### src/rtl/sequence_management_pkg.sv
// Shared definitions for the sequence insertion controller.
// Holds the FSM state encoding, default timing constants and small helper
// functions used by the controller and its staging buffer.
package sequence_management_pkg;

    typedef enum logic [2:0] {
        ST_IDLE  = 3'd0,
        ST_COUNT = 3'd1,
        ST_ARM   = 3'd2,
        ST_LOAD  = 3'd3,
        ST_SHIFT = 3'd4
    } state_t;

    localparam int DEF_INSERT_LINE      = 21;
    localparam int DEF_SAMPLES_PER_LINE = 1440;
    localparam int DEF_LOAD_HOLD        = 36;

    localparam int SEQ_W      = 32;
    localparam int LINE_W     = 11;
    localparam int FIELD_BOTH = 2;

    // Line counter increment that sticks at all-ones instead of wrapping.
    function automatic logic [LINE_W-1:0] line_inc_sat(input logic [LINE_W-1:0] line);
        return (line == '1) ? line : line + 1'b1;
    endfunction

    // True when the given field takes part in insertion for this field selection.
    function automatic logic field_selected(input int field_sel, input logic field);
        if (field_sel == FIELD_BOTH) begin
            return 1'b1;
        end
        return field == field_sel[0];
    endfunction

endpackage

### src/rtl/sequence_stage_buffer.sv
// One-entry staging register in front of the active sequence register.
// Ports:
//   clock, rst_n  : sample clock, asynchronous active-low reset
//   seq_valid     : upstream offers seq_data
//   seq_data      : next sequence word
//   swap          : field boundary; staged word (if any) becomes active
//   seq_ready     : staging slot empty
//   active        : sequence currently presented to the generator
module sequence_stage_buffer #(
    parameter int DATA_W = 32
) (
    input  logic              clock,
    input  logic              rst_n,
    input  logic              seq_valid,
    input  logic [DATA_W-1:0] seq_data,
    input  logic              swap,
    output logic              seq_ready,
    output logic [DATA_W-1:0] active
);

    logic              full;
    logic [DATA_W-1:0] staging;
    logic              take;

    // A swap vacates a full slot in the same cycle, so an offered word is
    // taken then even though seq_ready showed the slot as occupied.
    assign take      = seq_valid & (~full | swap);
    assign seq_ready = ~full;

    always_ff @(posedge clock or negedge rst_n) begin
        if (!rst_n) begin
            full   <= 1'b0;
            active <= '0;
        end else begin
            if (swap && full) begin
                active <= staging;
            end
            if (take) begin
                full <= 1'b1;
            end else if (swap) begin
                full <= 1'b0;
            end
        end
    end

    always_ff @(posedge clock) begin
        if (take) begin
            staging <= seq_data;
        end
    end

endmodule

### src/rtl/sequence_insert_controller.sv
// Inserts a 32-bit scrambler sequence on one selected line of each field.
// Counts lines after vsync, waits for active video on the insert line, then
// loads the generator for LOAD_HOLD clocks and runs it for SAMPLES_PER_LINE.
// Ports:
//   clock, rst_n       : sample clock, asynchronous active-low reset
//   hsync, vsync       : one-cycle line / field start pulses
//   field_id           : field identifier, sampled at vsync
//   avid               : active video flag
//   seq_valid/seq_data : upstream sequence offer, seq_ready = staging empty
//   gen_sequence       : active sequence for the generator
//   gen_load           : generator shift-register load
//   gen_enable         : generator enable (low holds it in reset)
//   insert_done        : pulse when an insertion completes
//   sync_error         : pulse when an insertion is aborted
module sequence_insert_controller
    import sequence_management_pkg::*;
#(
    parameter int INSERT_LINE      = DEF_INSERT_LINE,
    parameter int SAMPLES_PER_LINE = DEF_SAMPLES_PER_LINE,
    parameter int LOAD_HOLD        = DEF_LOAD_HOLD,
    parameter int FIELD_SEL        = FIELD_BOTH
) (
    input  logic             clock,
    input  logic             rst_n,
    input  logic             hsync,
    input  logic             vsync,
    input  logic             field_id,
    input  logic             avid,
    input  logic             seq_valid,
    input  logic [SEQ_W-1:0] seq_data,
    output logic             seq_ready,
    output logic [SEQ_W-1:0] gen_sequence,
    output logic             gen_load,
    output logic             gen_enable,
    output logic             insert_done,
    output logic             sync_error
);

    localparam int CNT_MAX = (LOAD_HOLD > SAMPLES_PER_LINE) ? LOAD_HOLD : SAMPLES_PER_LINE;
    localparam int CNT_W   = $clog2(CNT_MAX + 1);

    state_t            state, state_next;
    logic [LINE_W-1:0] line_cnt, line_next;
    logic [CNT_W-1:0]  sample_cnt;
    logic              field_q;
    logic              running;
    logic              vsync_ok;
    logic              done_evt, err_evt;

    // The first edge after reset release only sets running, so a vsync
    // coinciding with that edge is ignored.
    assign vsync_ok = vsync & running;

    sequence_stage_buffer #(.DATA_W(SEQ_W)) u_stage (
        .clock     (clock),
        .rst_n     (rst_n),
        .seq_valid (seq_valid),
        .seq_data  (seq_data),
        .swap      (vsync_ok),
        .seq_ready (seq_ready),
        .active    (gen_sequence)
    );

    always_ff @(posedge clock or negedge rst_n) begin
        if (!rst_n) begin
            state       <= ST_IDLE;
            line_cnt    <= '0;
            sample_cnt  <= '0;
            field_q     <= 1'b0;
            running     <= 1'b0;
            insert_done <= 1'b0;
            sync_error  <= 1'b0;
        end else begin
            running     <= 1'b1;
            state       <= state_next;
            line_cnt    <= line_next;
            insert_done <= done_evt;
            sync_error  <= err_evt;
            if (vsync_ok) begin
                field_q <= field_id;
            end
            // Restart on every state change; only LOAD and SHIFT consume it.
            if (state_next != state || !(state_next == ST_LOAD || state_next == ST_SHIFT)) begin
                sample_cnt <= '0;
            end else begin
                sample_cnt <= sample_cnt + 1'b1;
            end
        end
    end

    always_comb begin
        state_next = state;
        line_next  = line_cnt;
        done_evt   = 1'b0;
        err_evt    = 1'b0;
        if (vsync_ok) begin
            // Field start outranks everything, including a same-cycle hsync.
            line_next = '0;
            if (state == ST_LOAD || state == ST_SHIFT) begin
                err_evt = 1'b1;
            end
            if (!field_selected(FIELD_SEL, field_id)) begin
                state_next = ST_IDLE;
            end else if (INSERT_LINE == 0) begin
                state_next = ST_ARM;
            end else begin
                state_next = ST_COUNT;
            end
        end else begin
            unique case (state)
                ST_COUNT: begin
                    if (hsync) begin
                        line_next = line_inc_sat(line_cnt);
                        if (line_next == LINE_W'(INSERT_LINE) && field_selected(FIELD_SEL, field_q)) begin
                            state_next = ST_ARM;
                        end
                    end
                end
                ST_ARM: begin
                    if (hsync) begin
                        state_next = ST_IDLE;
                        err_evt    = 1'b1;
                    end else if (avid) begin
                        state_next = ST_LOAD;
                    end
                end
                ST_LOAD: begin
                    if (sample_cnt == CNT_W'(LOAD_HOLD - 1)) begin
                        state_next = ST_SHIFT;
                    end
                end
                ST_SHIFT: begin
                    if (sample_cnt == CNT_W'(SAMPLES_PER_LINE - 1)) begin
                        state_next = ST_IDLE;
                        done_evt   = 1'b1;
                    end
                end
                default: state_next = state;
            endcase
        end
    end

    always_comb begin
        gen_load   = 1'b0;
        gen_enable = 1'b0;
        case (state)
            ST_LOAD: begin
                gen_load   = 1'b1;
                gen_enable = 1'b1;
            end
            ST_SHIFT: gen_enable = 1'b1;
            default: ;
        endcase
    end

endmodule

### config.mk
export PLATFORM = sky130hd
export DESIGN_NAME = sequence_insert_controller
export DESIGN_NICKNAME = d
export VERILOG_FILES = /design/src/rtl/sequence_management_pkg.sv /design/src/rtl/sequence_stage_buffer.sv /design/src/rtl/sequence_insert_controller.sv
export SDC_FILE = /design/constraint.sdc
export NUM_CORES = 1
export LEC_CHECK = 0
export BUFFER_PORTS_ARGS = -buffer_cell sky130_fd_sc_hd__buf_2
export CORE_MARGIN = 2
export CORE_UTILIZATION = 54
export DETAILED_ROUTE_END_ITERATION = 12
export PLACE_DENSITY = 0.79
export SETUP_SLACK_MARGIN = 0.02
export SKIP_LAST_GASP = 1
export SYNTH_ARGS = -nofsm -noshare
export SYNTH_HDL_FRONTEND = slang
export SYNTH_SLANG_ARGS = --single-unit
### constraint.sdc
create_clock -name clock -period 4.89 [get_ports clock]
set_clock_uncertainty 0.15 [all_clocks]
set_input_delay 0.489 -clock clock [delete_from_list [all_inputs] [get_ports clock]]
set_output_delay 0.489 -clock clock [all_outputs]
set_load 0.05 [all_outputs]
# == Yosys cells after proc, flatten, opt, wreduce, memory -nomap -nowiden ==
# Index checks and enable logic that the tools add are counted.
# word_totals
ff_bits,94
inputBits,39
output_inout_bits,37
word_cells,75
# op_classes
add_sub_neg,2
eq_ne,11
mux,35
bitwise_logic,6
n_reduce_logical,11
# ops
operator,n
11-bit two-way mux,5
"11-bit by 1-bit adder with 11-bit output, second input constant",2
"11-bit equality test, second input constant",2
1-bit two-way mux,22
3-bit two-way mux,7
3-bit one-hot mux with 4 select lines,1
"11-bit by 5-bit equality test with 1-bit output, second input constant",1
"11-bit by 6-bit equality test with 1-bit output, second input constant",1
"3-bit by 2-bit equality test with 1-bit output, second input constant",3
"3-bit equality test, second input constant",2
2-bit nonzero test,3
"3-bit by 1-bit equality test with 1-bit output, second input constant",1
1-bit logical OR,3
3-bit != test,1
1-bit inverter,3
1-bit bitwise AND,2
1-bit logical AND,2
2-bit AND reduction,1
2-bit OR reduction,1
1-bit zero test,1
1-bit OR,1

# == Logic depth before layout (Yosys ltp) ==
# Gate-level depths: netlist of the first run.
# depth
word_depth,17
mapped_depth,7
ltp_nobuf,6

# == Hierarchy ==
# A second synthesis of the first run with hierarchy kept.
# unflattened
hier_cells,283
hier_area_um2,4018.9
# modules_own_cells
module,instances,cells_per_inst,area_per_inst_um2,seq_area_each_um2
sequence_stage_buffer,1,105,2354.8,1786.7
sequence_insert_controller,1,178,1664.1,700.7

# == Least setup slack after synthesis of the first run ==
# OpenSTA, ideal clock, no wires.
# synth_path
path_kind,input to register
start,in vsync
end,"reg u_stage.staging[0], enable pin"
setup_time_ps,471
t_arrival_ps,2967
required_time_ps,4269
slack_ps,1303
stages,2
n_path_buf,0
cell_sequence,nand2_1 a21boi_0
# synth_via
elab_chain_len,3
# synth_rtl
element,line,text
"start, declared",sequence_insert_controller.sv:26,"input logic vsync,"
1-bit bitwise AND,sequence_insert_controller.sv:52,assign vsync_ok = vsync & running;
1-bit OR,sequence_stage_buffer.sv:27,assign take = seq_valid & (~full | swap);
1-bit bitwise AND,sequence_stage_buffer.sv:27,
named net u_stage.take,sequence_stage_buffer.sv:23,logic take;
"end signal, assigned",sequence_stage_buffer.sv:48,staging <= seq_data;
"end, declared",sequence_stage_buffer.sv:22,logic [DATA_W-1:0] staging;
# The timed path passes the listed nets, and every way through them passes these cells.
# A chain may end at the register's enable or synchronous reset.

# == Final worst setup path of the first run ==
# layout_path
start,reg sample_cnt[6]
end,reg sample_cnt[4]
# layout_via
elab_chain_len,9
elab_cells_between_ends,13
classes_between,5 x eq/ne; 5 x mux; 3 x reduce/logical
# layout_rtl
element,line,text
"start, declared",sequence_insert_controller.sv:44,logic [CNT_W-1:0] sample_cnt;
"start signal, assigned",sequence_insert_controller.sv:86,sample_cnt <= sample_cnt + 1'b1;
11-bit equality test / 11-bit by 6-bit equality test with 1-bit output (equally long branches),"sequence_insert_controller.sv:133, sequence_insert_controller.sv:128",
"3-bit two-way mux, on equally long branches","sequence_insert_controller.sv:133, sequence_insert_controller.sv:128",
3-bit one-hot mux with 4 select lines *,sequence_insert_controller.sv:110,unique case (state)
3-bit two-way mux *,sequence_insert_controller.sv:96,if (vsync_ok) begin
3-bit by 2-bit equality test with 1-bit output / 3-bit equality test (equally long branches),sequence_insert_controller.sv:83,if (state_next != state || !(state_next == ST_LOAD || state_next == ST_SHIFT)) begin
1-bit logical OR,sequence_insert_controller.sv:83,
1-bit zero test,sequence_insert_controller.sv:83,
1-bit logical OR *,sequence_insert_controller.sv:83,
11-bit two-way mux *,sequence_insert_controller.sv:83,
# Mark *: on every way between the ends. The rest lies on a longest branch, timed or not.

==> results of run 1 <==
==> state kept, by name, indices dropped and copies added (netlist names) <==
register / flops
insert_done: 1
u_stage.full: 1
line_cnt: 11
u_stage.active: 32
sync_error: 1
running: 1
u_stage.staging: 32
sample_cnt: 11
state: 3
==> power by group <==
part	switching [mW]	internal (mW)	total (mW)	leakage [nW]
sequential	0.0466	0.880	0.927	1.06
clock	0.271	0.242	0.513	0.100
combinational	0.263	0.111	0.374	0.758
total	0.581	1.23	1.81	1.92
==> worst max-delay path by stage <==
| stage | from | end | slack (ns) | depth (start not counted) |
|---|---|---|---|---|
| floorplan | vsync | u_stage.staging[0]$_DFFE_PP_ | 1.30 | 2 |
| CTS | sample_cnt[6]$_DFF_PN0_ | sample_cnt[9]$_DFF_PN0_ | 2.08 | 5 |
| global route | sample_cnt[6]$_DFF_PN0_ | sample_cnt[9]$_DFF_PN0_ | 1.95 | 5 |
| detailed placement | vsync | u_stage.active[1]$_DFFE_PN0P_ | 1.97 | 5 |
| global placement | vsync | u_stage.active[12]$_DFFE_PN0P_ | 1.99 | 5 |
| finish | sample_cnt[6]$_DFF_PN0_ | sample_cnt[4]$_DFF_PN0_ | 2.15 | 5 |
==> per-stage QoR <==
step	cells	hold WS (ns)	instance area (um2)	setup WS (ns)	power, mW
after CTS	437	0.1339	4372	2.076	1.833
after floorplan	277	0.04341	3725	1.303	1.215
after detailed placement	421	0.3148	4173	1.973	1.321
final	437	0.1403	4372	2.152	1.814
after global placement	421	0.3062	4173	1.988	1.311
after global routing	437	0.1318	4372	1.946	1.894
==> logic make-up after synthesis <==
group / synth area share (%)
AO/OA/AOI/OAI: 3.998
AND/OR/NAND/NOR: 12.26
multiplexers: 10.75
flip-flops: 66.78
XOR/XNOR: 3.527
buffers and inverters: 1.914
adder cells (fa/ha/maj): 0.6717
other: 0.1007
==> cells in the mapped netlist (2+ instances only) <==
library cell / instances
o32ai_1: 2
mux2_2: 32
and2_1: 2
nand2b_1: 3
dfrtp_1: 61
ha_1: 2
a31oi_1: 4
clkbuf_1: 6
nand4_1: 9
nand4bb_1: 2
xor2_1: 9
edfxtp_1: 32
inv_1: 6
mux2i_1: 4
and3_1: 5
buf_2: 3
nand3_1: 4
buf_1: 3
a21oi_1: 3
nor3_1: 3
o21ai_0: 3
nand2_1: 22
xnor2_1: 6
nor2_1: 34
==> critical path: cells and delay by family (launching register included) <==
family          cells  cell delay, ns
flops               1            0.44
simple gates        4            1.03
compound gates      1            0.95
==> final cells by class <==
cell class                 count  area, um2  share of cell area, %
inverter                       6      22.52                 0.5152
sequential                    93       2487                  56.90
timing repair buffer          76      385.4                  8.815
tap                           80      100.1                  2.290
multi-input combinational    166       1177                  26.93
clock inverter                 6      71.32                  1.631
clock buffer                  10      127.6                  2.919
==> routing by layer <==
layer | wire, um | vias up
li1 | - | 1132
met1 | 2689 | 1144
met2 | 3324 | 63
met3 | 285 | 12
met4 | 131 | 0
met5 | 0 | -
==> results.md, run 1 <==
- Post-synth top area share: 40.98%
- Initial Util: 55.44%
- Drt drc: 0
- Power per cell area: 414.9 mW/mm2
- Worst Path Max Fanout: 11
- Die X: 87.06 um
- GR Util met3: 3.886%
- Met1 usage in global routing: 23.13%
- Outcome: completed
- Synthesized area per cell: 13.45 um2
- Synthesized instance count: 277
- Area Growth Syn to Fin: 17.37%
- Total track usage: 17.92%
- Synthesized Nets: 318
- Setup Fix Bufs, Post-CTS: 0
- # diodes: 0
- Std cell rows: 30
- Fmax: 365.2 MHz
- Via count: 2351
- Share of synthesized registers carrying an async set or reset: 65.59%
- PostCTS Resize Cnt: 0
- Reg2reg start: sample_cnt[6]$_DFF_PN0_
- Most used cell, CP: nor2_1
- Worst path max stage delay: 0.95 ns
- Worst-margin pin slew: 1.222 ns
- Worst endpoint required time: 4.93 ns
- Ys flop type: dfrtp_1
- Hold_buf cts: 0
- CTS tree: yes
- Final period utilization: 55.99%
- First drt pass iteration count: 5
- First DRT Iteration DRCs: 152
- Fin. Hold Viols: 0
- Post-synth cell types: 41
- Worst-Skew Late Latency: 0.35 ns
- Slew Viols, Final: 0
- Critical Path AT: 2.78 ns
- Worst r2r dst: sample_cnt[4]$_DFF_PN0_
- Final setup viols: 0
- Worst hold-check path type: input port to asynchronous set/reset pin
- Reg2Reg Setup Slack: 2.15 ns
- Port buffer count: 74
- Slowest stage cell, crit path: o21ai_0
- CP endpoint kind: register
- Seq/Total Area, Yosys: 66.78%
- First-pass GRT wire length: 10370 um
- CP Launch Type: register
- CTS root buf: clkbuf_8
- Critical-path cell list: or4_4, nor4_4, nor2_1, o21ai_0, nor2_1
- Clk sink count: 93
- HPWL after DPL: 4402 um
- Layout cells sized above 1: 35.29%
- Synth warn: 0
- Core Area: 0.006719 mm2
- Synth Register Bits: 93
- RD Place Congestion: 0.8138
- Synth top area cells: dfrtp_1 41%, edfxtp_1 26%, mux2_2 9.7%, nor2_1 3.4%, nand2_1 2.2%
- Num CTS Buffers: 9
- Setup TNS: 0 ns
- # nets final: 393
- GRT overflow: 0
- Wirelength per Cell: 14.71 um
- Leading cell type in the layout, fill and taps excluded: buf_2
- Slew headroom: 17.70%
- Max Cap Viol: 0
- Fin crit period: 2.738 ns
- EDFF count, synth: 32
- Post-route ant nets: 0
- Number of vias per cell: 5.380
- VDD IR-drop max: 0.2930 mV
- M2 GR Usage: 28.94%
- CTS Buffer Depth: 2
- Filler instances: 486
- Initial antenna violation count: 0
- Reg clk slew, reported paths: 0.09 ns
- Unrepaired setup endpoints after global routing: no
- Commonest non-fill, non-tap cells in the layout: 74 x buf_2, 61 x dfrtp_1, 34 x nor2_1, 32 x mux2_2, 32 x edfxtp_1
- Die footprint: 0.007579 mm2
- Type of the worst setup path: register to register
- R2r worst-path depth: 5
- Leak: 1.923 nW
- Num ports: 76
- Die Ht: 87.06 um
- Final WL: 6430 um
- Largest area contributor in the netlist: dfrtp_1
- Vias in the first global route: 2176
- Netlist Area Pre-Place: 0.003725 mm2
- GRT busiest layer: met2
- Htree depth: 3
- Fin util: 65.07%
- Pin count of the biggest net entering global routing: 62
(Power assumes the default switching activity.)
==> run 2, diff against run 1 <==
--- a/config.mk
+++ b/config.mk
@@ -7,9 +7,9 @@
 export LEC_CHECK = 0
 export BUFFER_PORTS_ARGS = -buffer_cell sky130_fd_sc_hd__buf_2
 export CORE_MARGIN = 2
-export CORE_UTILIZATION = 54
+export CORE_UTILIZATION = 49
 export DETAILED_ROUTE_END_ITERATION = 12
-export PLACE_DENSITY = 0.79
+export PLACE_DENSITY = 0.75
 export SETUP_SLACK_MARGIN = 0.02
 export SKIP_LAST_GASP = 1
 export SYNTH_ARGS = -nofsm -noshare
==> constraint.sdc (replaced) <==
create_clock -name clock -period 2.4 [get_ports clock]
set_clock_uncertainty 0.15 [all_clocks]
set_input_delay 0.24 -clock clock [delete_from_list [all_inputs] [get_ports clock]]
set_output_delay 0.24 -clock clock [all_outputs]
set_load 0.05 [all_outputs]
==> results.md, run 2 (synthesized netlist as in run 1, its figures left out) <==
- Die footprint: 0.008315 mm2
- Pin count of the biggest net entering global routing: 33
- Type of the worst setup path: register to register
- Fin area: 0.004771 mm2
- Num CTS Buffers: 9
- Via count: 2548
- Slowest stage cell, crit path: or4_4
- CP Launch Type: register
- Slew Viols, Final: 0
- Wirelength per Cell: 14.87 um
- Layout cells sized above 1: 33.33%
- PostCTS Resize Cnt: 0
- Critical Path AT: 2.38 ns
- Outcome: completed
- Worst-Skew Late Latency: 0.36 ns
- Setup TNS: 0 ns
- Setup Fix Bufs, Post-CTS: 0
- Worst path max stage delay: 0.57 ns
- R2r worst-path depth: 5
- Unrepaired setup endpoints after global routing: no
- Die X: 91.19 um
- CTS tree: yes
- First-pass GRT wire length: 12230 um
- Placed Area: 0.004247 mm2
- Reg clk slew, reported paths: 0.09 ns
- CTS root buf: clkbuf_8
- Clock power share: 26.6%
- Number of vias per cell: 5.147
- First drt pass iteration count: 4
- Vias in the first global route: 2563
- Leading cell type in the layout, fill and taps excluded: buf_2
- Clk sink count: 93
- Core Area: 0.007292 mm2
- GRT overflow: 0
- Fin crit period: 2.289 ns
- Std cell rows: 31
- VDD IR-drop max: 0.5483 mV
- Gate power share: 22.2%
- Final setup viols: 0
- CTS Buffer Depth: 2
- Initial Util: 51.08%
- Htree depth: 3
- Area Growth Syn to Fin: 28.08%
- HPWL after DPL: 4448 um
- Power per cell area: 775.5 mW/mm2
- Max Cap Viol: 0
- Sequential share of power: 51.2%
- Filler instances: 558
- Worst hold-check path type: input port to asynchronous set/reset pin
- Switching power: 1.240 mW
- Final WL: 7361 um
- Port buffer count: 74
- Die Ht: 91.19 um
- Fin. Hold Viols: 0
- Drt drc: 0
- Post-route ant nets: 0
- CP endpoint kind: register
- Total track usage: 18.73%
- Largest registers: u_stage.active x32, u_stage.staging x32
- Final hold slack: 0.1552 ns
- Final period utilization: 95.36%
- Fmax: 436.9 MHz
- Initial antenna violation count: 0
- Commonest non-fill, non-tap cells in the layout: 74 x buf_2, 61 x dfrtp_1, 34 x nor2_1, 34 x dlygate4sd3_1
- # nets final: 432
- Critical-path cell list: or4_4, nor4_4, nand2_1, a221o_1, a311o_1
- DP Worst Slack: 0.1306 ns
- RD Place Congestion: 0.8149
- Hold_buf cts: 34
- # diodes: 0
- Num ports: 76
- First DRT Iteration DRCs: 156
- Leak: 2.084 nW
- Power Internal: 2.460 mW
- PnR worst setup slack: 0.1113 ns
- Fin util: 65.43%
- Worst endpoint required time: 2.49 ns
- Sw Share: 33.51%
- Worst Path Max Fanout: 6
[run 2: changes by cell type in the layout (fill, tap and decap cells not counted)]
cell	previous run	this run
buf_4	2	6
buf_12	0	1
bufinv_16	1	0
inv_8	1	2
dlygate4sd3_1	0	34
clkinvlp_4	0	1
clkinv_1	1	0
[run 2: path summary, 6_finish.rpt]
check | start | to | slack, ns
min reg2reg | u_stage.staging[27]$_DFFE_PP_ | u_stage.active[27]$_DFFE_PN0P_ | 0.34
min | rst_n | insert_done$_DFF_PN0_ | 0.16
max | sample_cnt[6]$_DFF_PN0_ | state[0]$_DFF_PN0_ | 0.11
max in group asynchronous | rst_n | u_stage.active[29]$_DFFE_PN0P_ | 1.36
min in group clock | vsync | state[2]$_DFF_PN0_ | 0.17
max reg2reg | sample_cnt[6]$_DFF_PN0_ | state[0]$_DFF_PN0_ | 0.11
[run 2: per-stage QoR]
stage               cells  total power [mW]
finish                495             3.700
global route          495             3.847
CTS                   495             3.727
detailed placement    445             2.699
global placement      445             2.681
floorplan             277             2.475
[run 2: routing by layer]
layer	vias up	track usage, %	share of wire [%]
li1	1209	-	-
met1	1235	24.41	43
met2	87	29.07	48
met3	17	5.643	6.5
met4	0	8.460	2.5
met5	-	0	0
[run 2: power by group through the flow]
| stage | logic (mW) | clock network, mW | registers, mW |
|---|---|---|---|
| after detailed placement | 0.778 | 0 | 1.92 |
| after global placement | 0.767 | 0 | 1.91 |
| after CTS | 0.822 | 1.01 | 1.89 |
| final | 0.821 | 0.984 | 1.90 |
| after floorplan | 0.233 | 0 | 2.24 |
| after global routing | 0.875 | 1.06 | 1.92 |
[run 2: final cells by class]
cell class              instances  area, um2  share of cell area (%)
flip-flops and latches         93       2487                   52.14
multi-input cells             166       1177                   24.68
repair buffers                115      775.7                   16.26
clock buffers                  10      127.6                   2.675
clock inverters                 6      56.30                   1.180
inverters                       6      22.52                  0.4721
well taps                      99      123.9                   2.596
[run 2: worst max-delay path: cells and delay by family (launching register included)]
family             cells  cell delay [ns]
and+or+nand+nor        3             0.94
AOI/OAI and AO/OA      2             0.63
DFF                    1             0.46
==> run 3, diff against run 2 <==
--- a/config.mk
+++ b/config.mk
@@ -9,7 +9,7 @@
 export CORE_MARGIN = 2
 export CORE_UTILIZATION = 49
 export DETAILED_ROUTE_END_ITERATION = 12
-export PLACE_DENSITY = 0.75
+export PLACE_DENSITY_LB_ADDON = 0.2
 export SETUP_SLACK_MARGIN = 0.02
 export SKIP_LAST_GASP = 1
 export SYNTH_ARGS = -nofsm -noshare
==> results.md, run 3 (synthesized netlist as in run 1, its figures left out) <==
- Outcome: completed
- First-pass GRT wire length: 11930 um
- Clk sink count: 93
- Total Power: 3.816 mW
- Slew headroom: 47.61%
- Fin crit period: 2.231 ns
- Worst-Skew Late Latency: 0.36 ns
- CTS tree: yes
- Vias in the first global route: 2482
- Number of vias per cell: 4.972
- Core Area: 0.007292 mm2
- Post-route ant nets: 0
- VDD IR-drop max: 0.5996 mV
- Final WL: 7168 um
- Leak: 2.106 nW
- Max Cap Viol: 0
- PostCTS Resize Cnt: 0
- Unrepaired setup endpoints after global routing: no
- Final setup viols: 0
- Pin count of the biggest net entering global routing: 62
- First DRT Iteration DRCs: 104
- Worst endpoint required time: 2.50 ns
- Via count: 2466
- Reg clk slew, reported paths: 0.10 ns
- HPWL after DPL: 4381 um
- Largest registers: u_stage.active x32, u_stage.staging x32
- CTS Buffer Depth: 2
- Htree depth: 3
- Num ports: 76
- GRT overflow: 0
- Commonest non-fill, non-tap cells in the layout: 74 x buf_2, 61 x dfrtp_1, 34 x nor2_1, 34 x dlygate4sd3_1
- Critical Path AT: 2.33 ns
- # nets final: 433
- CP endpoint kind: register
- DP Cell Count: 446
- Initial Util: 51.08%
- Setup TNS: 0 ns
- Die footprint: 0.008315 mm2
- Filler instances: 579
- Worst-margin pin slew: 0.7858 ns
- Final hold slack: 0.1746 ns
- Leading cell type in the layout, fill and taps excluded: buf_2
- Final period utilization: 92.97%
- Wirelength per Cell: 14.45 um
- Die Ht: 91.19 um
- RD Place Congestion: 0.8400
- First drt pass iteration count: 4
- Fin. Hold Viols: 0
- Num CTS Buffers: 9
- Drt drc: 0
- Layout cells sized above 1: 33.75%
- Power per cell area: 793.2 mW/mm2
- Worst hold-check path type: input port to register
- Total track usage: 18.42%
- CTS root buf: clkbuf_8
- Initial antenna violation count: 0
- Type of the worst setup path: register to register
- Area Growth Syn to Fin: 29.16%
- # diodes: 0
- Fmax: 448.2 MHz
- Post-route insts no fill: 496
- Die X: 91.19 um
- Worst Path Max Fanout: 3
- Slew Viols, Final: 0
- Std cell rows: 31
- CP Launch Type: register
- Port buffer count: 74
## run 3: cell count changes in the layout (fill, tap and decap cells not counted)
cell	before	now
clkinv_4	2	3
clkinvlp_4	1	0
inv_8	2	1
clkinv_8	0	1
buf_4	6	7
clkbuf_1	1	0
bufinv_16	0	1
## run 3: timing repair
item	in CTS	in global routing
setup buffers	0	0
hold buffers	34	0
hold endpoints to repair	94	0
setup endpoints to repair	0	0
## run 3: worst max-delay path, cell delays in order, from the launching register on
cell and delay, ns:
dfrtp_1 0.40, or4_4 0.55, nor4_4 0.27, nand2_1 0.11
a221o_1 0.31, a311o_1 0.32
## run 3: area by class of cell
cell class	count	area [um2]	share of cell area (%)
clock inverter	7	92.59	1.925
inverter	6	22.52	0.4681
multi-input combinational	166	1177	24.47
clock buffer	9	123.9	2.575
sequential	93	2487	51.70
tap	99	123.9	2.575
timing repair buffer	116	783.3	16.28
## run 3: power breakdown
group,switching [mW],internal (mW)
Sequential,0.0981,1.79
Combinational,0.549,0.268
Clock,0.602,0.507
Total,1.25,2.57
## run 3: stage by stage
stage | setup slack (ns) | area (um2) | utilization [%]
6_report | 0.1688 | 4811 | 65.97
3_5_place_dp | 0.1863 | 4254 | 58.34
3_3_place_gp | 0.2246 | 4254 | 58.34
5_1_grt | 0.06300 | 4811 | 65.97
4_1_cts | 0.1651 | 4811 | 65.97
2_1_floorplan | 0.2379 | 3729 | -
## run 3: path summary, 6_finish.rpt
path                       cells after the start  slack, ns                       endpoint                         start
setup / recovery                               5       0.17             state[0]$_DFF_PN0_       sample_cnt[6]$_DFF_PN0_
hold / removal                                 4       0.17             state[2]$_DFF_PN0_                         vsync
setup reg to reg                               5       0.17             state[0]$_DFF_PN0_       sample_cnt[6]$_DFF_PN0_
hold reg to reg                                1       0.33  u_stage.active[8]$_DFFE_PN0P_  u_stage.staging[8]$_DFFE_PP_
max in group asynchronous                      3       1.16  u_stage.active[4]$_DFFE_PN0P_                         rst_n
min in group asynchronous                      3       0.43        sample_cnt[2]$_DFF_PN0_                         rst_n
## run 3: metal layers
metal	up-vias	track usage, %	share of wire [%]
met2	71	28.89	48
met3	11	6.473	6.8
met5	-	0	0
li1	1208	-	-
met4	0	6.061	1.4
met1	1176	24.11	44
